## src/rtl/fetch_unit.sv

```systemverilog
// fetch_unit: owns the PC, issues one-at-a-time instruction memory requests and buffers {pc, instr} in a 2-entry queue.
// Optional macro FETCH_BYPASS_EN: a response arriving at an empty queue is presented on the outputs in the same cycle.
module fetch_unit #(
    parameter logic [31:0] RESET_PC = 32'h0
) (
    input  logic        clk,
    input  logic        reset,
    output logic        imem_req,
    output logic [31:0] imem_addr,
    input  logic        imem_ready,
    input  logic [31:0] imem_data,
    input  logic        redirect,
    input  logic [31:0] redirect_pc,
    output logic        instr_valid,
    output logic [31:0] instr,
    output logic [31:0] instr_pc,
    input  logic        instr_ready
);
    typedef enum logic {
        FETCH,
        DISCARD
    } state_t;

    state_t      state;
    logic [31:0] fetch_pc;
    logic [31:0] discard_pc;
    logic [31:0] q_pc    [2];
    logic [31:0] q_instr [2];
    logic        head;
    logic [1:0]  count;

    logic accept;
    logic bypass_take;
    logic push;
    logic pop;
    logic tail;

    // NOTE: imem_req is gated by reset combinationally so no request is ever shown while reset is held.
    assign imem_req  = reset && ((state == DISCARD) || (count != 2'd2));
    assign imem_addr = (state == DISCARD) ? discard_pc : fetch_pc;
    assign accept    = (state == FETCH) && imem_req && imem_ready;
    assign pop       = (count != 2'd0) && instr_ready;
    assign tail      = head ^ count[0];

`ifdef FETCH_BYPASS_EN
    logic bypass_show;
    assign bypass_show = accept && !redirect && (count == 2'd0);
    assign bypass_take = bypass_show && instr_ready;
    assign instr_valid = (count != 2'd0) || bypass_show;
    assign instr       = bypass_show ? imem_data : q_instr[head];
    assign instr_pc    = bypass_show ? fetch_pc : q_pc[head];
`else
    assign bypass_take = 1'b0;
    assign instr_valid = (count != 2'd0);
    assign instr       = q_instr[head];
    assign instr_pc    = q_pc[head];
`endif

    // A bypassed response that is consumed immediately never occupies a queue slot.
    assign push = accept && !redirect && !bypass_take;

    always_ff @(posedge clk) begin
        if (!reset) begin
            state      <= FETCH;
            fetch_pc   <= RESET_PC;
            discard_pc <= RESET_PC;
            count      <= 2'd0;
            head       <= 1'b0;
            // NOTE: the queue storage is reset too, because instr/instr_pc must read zero out of reset.
            q_pc[0]    <= '0;
            q_pc[1]    <= '0;
            q_instr[0] <= '0;
            q_instr[1] <= '0;
        end else if (redirect) begin
            count    <= 2'd0;
            fetch_pc <= redirect_pc;
            if ((state == FETCH) && imem_req && !imem_ready) begin
                state      <= DISCARD;
                discard_pc <= fetch_pc;
            end else if ((state == DISCARD) && imem_ready) begin
                state <= FETCH;
            end
        end else begin
            if ((state == DISCARD) && imem_ready) begin
                state <= FETCH;
            end
            if (accept) begin
                fetch_pc <= fetch_pc + 32'd1;
            end
            if (push) begin
                q_pc[tail]    <= fetch_pc;
                q_instr[tail] <= imem_data;
            end
            if (pop) begin
                head <= ~head;
            end
            count <= count + {1'b0, push} - {1'b0, pop};
        end
    end
endmodule

```

## config.mk

```make
export PLATFORM = sky130hd
export DESIGN_NAME = fetch_unit
export DESIGN_NICKNAME = d
export VERILOG_FILES = /design/src/rtl/fetch_unit.sv
export SDC_FILE = /design/constraint.sdc
export NUM_CORES = 1
export LEC_CHECK = 0
export ABC_AREA = 1
export BUFFER_PORTS_ARGS = -buffer_cell sky130_fd_sc_hd__buf_2
export CAP_MARGIN = 20
export CORE_MARGIN = 2
export CORE_UTILIZATION = 60
export CTS_CLUSTER_SIZE = 20
export DETAILED_ROUTE_END_ITERATION = 16
export GPL_TIMING_DRIVEN = 0
export PLACE_DENSITY = 0.88
export SLEW_MARGIN = 40
export SYNTH_ARGS = -nofsm -noshare
export SYNTH_HDL_FRONTEND = slang
export SYNTH_SLANG_ARGS = --single-unit
```

## constraint.sdc

```tcl
create_clock -name clk -period 8.09 [get_ports clk]
set_input_delay 0.809 -clock clk [delete_from_list [all_inputs] [get_ports clk]]
set_output_delay 0.809 -clock clk [all_outputs]
set_load 0.01 [all_outputs]
```

==> results.py <==
metrics = {
    "status": {
        "status": "finished, final reports clean",
    },
    "detailed_routing": {
        "ant_nets": 0,
        "routed_wl_um": 22740,
        "via_count": 7528,
        "avgRoutedWirePerCell_um": 16.72,
        "detail_route.iter0.violations": 760,
        "vias_per_cell": 5.535,
        "drc": 0,
        "first_pass_iters": 6,
    },
    "synth": {
        "synth_nets": 1045,
        "syn-cell-area_um2": 9233,
        "synthFlopType": "edfxtp_1",
        "syn_inst": 973,
        "synth-edff-count": 128,
        "synth_warnings": 0,
        "synth_cell_type_count": 30,
        "syn_area_per_cell_um2": 9.489,
        "ys_seq_area_share_pct": 56.59,
        "synth_seq_cells": 197,
        "async_reset_ff_share_pct": 0,
    },
    "timing": {
        "finalHoldViolations": 0,
        "grt_setup_unrepaired": "false",
        "period_needed_ns": 3.316,
        "worst_slack_ns": 4.774,
        "max_clock_freq_mhz": 301.6,
        "setup_viol": 0,
        "fin_skew_ns": 0.008386,
        "hold_ws_ns": 0.5466,
        "min_period_over_period_pct": 40.99,
        "tns_ns": 0,
        "relSlewSlack_pct": 47.79,
        "drv_slew": 0,
        "worst_pin_slew_ns": 0.7832,
    },
    "clock_tree": {
        "clock-sinks": 197,
        "cts.repair.resized": 0,
        "htreeDepth": 4,
        "path_clk_slew_ns": 0.07,
        "cts_tree": "built",
        "clk_latency_ns": 0.43,
        "cts_buffers": 17,
        "holdBufCountCts": 0,
        "post_cts_buffers": 0,
        "cts-root-buf": "clkbuf_16",
        "cts_buffer_depth": 2,
    },
    "setup_path": {
        "timing.rr.start": "count[0]",
        "reg2reg_depth": 12,
        "rrSetupSlack_ns": 5.26,
        "critPathKind": "input pin to output port",
        "critPathLaunchType": "input pin",
        "rr_endpoint": "q_instr[0][15]",
        "end_kind": "output port",
        "cp.required_ns": 7.28,
        "arrival_ns": 2.51,
        "crit_fanout": 10,
    },
    "finish": {
        "layout_commonest_cell": "nand2_1",
        "drive_above_1_share_pct": 28.58,
        "regArea_um2": 5225,
        "multi_input_area_um2": 3401,
        "final_cell_mix": "nand2_1 (169), buf_2 (167), nor2_1 (133)",
        "nFillCells": 1072,
        "syn_to_final_growth_pct": 18.62,
        "num_antenna_cells": 0,
        "nNetsFinal": 1231,
    },
    "power": {
        "p_leak_uw": 0.004538,
        "peakVddDrop_uv": 157.5,
        "power_density_nw_per_um2": 204.9,
    },
    "place": {
        "place.gp.congestion": 0.9951,
        "dp_hpwl_um": 16370,
        "post-place-ws_ns": 4.858,
        "io_buffers": 165,
    },
    "global_routing": {
        "antenna_found_initial": 0,
        "grt_pass1_vias": 7010,
        "grt_pass1_wl_um": 34650,
        "grt_max_degree": 36,
        "grt_usage_pct": 27.70,
        "grt.overflow.total": 0,
    },
    "worst_hold_path": {
        "hold_start": "discard_pc[28]",
        "hold_path.class": "register to register",
        "holdPathEnd": "discard_pc[28]",
        "min_path_cells": 2,
    },
    "floorplanning": {
        "initial_utilization_pct": 60.96,
        "die_x_um": 128.0,
        "die_area_um2": 16400,
        "dieHeight_um": 128.0,
        "core_area_um2": 15150,
        "io_pins": 167,
        "num_rows": 45,
    },
    "flow_run": {
        "maxCapViolCount": 0,
    },
}
==> per-layer routing <==
metal  global-route usage (%)  up-vias  share of wire, %
li1                         -     3594                 -
met1                    34.63     3505                40
met2                    46.21      365                48
met3                    5.509       64               7.9
met4                    13.77        0               3.9
met5                        0        -                 0
==> synth_stat cells, types with 2 or more instances <==
cell	number	share of area (%)
a21oi_1	50	2.7
edfxtp_1	128	42
buf_6	12	1.5
buf_2	2	0.11
nand3_1	22	1.2
dfxtp_1	69	15
buf_1	3	0.12
and3_1	2	0.14
o21ai_0	101	5.5
a31oi_1	5	0.34
clkbuf_1	33	1.3
xor2_1	13	1.2
inv_1	86	3.5
nor2_1	133	5.4
inv_2	3	0.12
nand2_1	171	7.0
ha_1	3	0.41
clkinv_1	2	0.081
or2_2	2	0.14
nor2_2	49	3.3
xnor2_1	3	0.28
nand4_1	6	0.41
mux2_2	64	7.8
nor3_1	4	0.22
nor2_4	2	0.24
==> layout make-up <==
type	instances	share of cell area [%]
plain buffers	50	2.559
clock buffers	17	3.884
clock inverters	15	1.622
inverters	91	3.119
multi-input cells	635	31.05
flip-flops and latches	197	47.71
well taps	188	2.148
repair buffers	167	7.906
==> sequential cells by signal, indices dropped and copies added (netlist names), named ones only <==
name,count
q_instr,64
q_pc,64
discard_pc,32
fetch_pc,32
count,2
head,1
state,1
==> stage by stage <==
| step | instance area, µm² | utilization (%) | power [µW] | std cells |
|---|---|---|---|---|
| finish | 10950 | 72.31 | 2244 | 1360 |
| global route | 10950 | 72.31 | 2309 | 1360 |
| CTS | 10950 | 72.31 | 2240 | 1360 |
| detailed placement | 10350 | 68.33 | 1392 | 1328 |
| global placement | 10290 | 67.96 | 1383 | 1326 |
| floorplan | 9233 | - | 1295 | 973 |
==> kinds of logic after synthesis <==
logic type	count (synthesis)	share of synthesized area, %
adders and majority gates	3	0.4066
buffers and inverters	141	6.735
muxes	64	7.806
AOI/OAI and AO/OA	157	8.605
xor gates and xnor gates	16	1.518
DFF	197	56.59
and+or+nand+nor	395	18.34
==> how the worst max path moves through the flow <==
stage | startpoint | endpoint | slack [ns] | depth (start not counted)
final | reset | imem_req | 4.77 | 6
after global routing | reset | imem_req | 4.77 | 6
after CTS | reset | imem_req | 4.85 | 6
after detailed placement | reset | imem_req | 4.86 | 6
after global placement | reset | q_pc[0][25] | 3.45 | 10
after floorplan | reset | q_instr[1][0] | 4.52 | 9
==> where the power goes <==
group,switching (µW),internal (µW)
logic,145,83.0
clock network,382,489
registers,25.4,1120
total,552,1690
==> worst max-delay path, cell delays in order <==
cell,delay (ns)
buf_2,0.12
clkbuf_1,0.39
clkbuf_1,0.65
o21ai_0,0.31
inv_1,0.10
buf_2,0.13
Power figures use the tool's default switching activity.
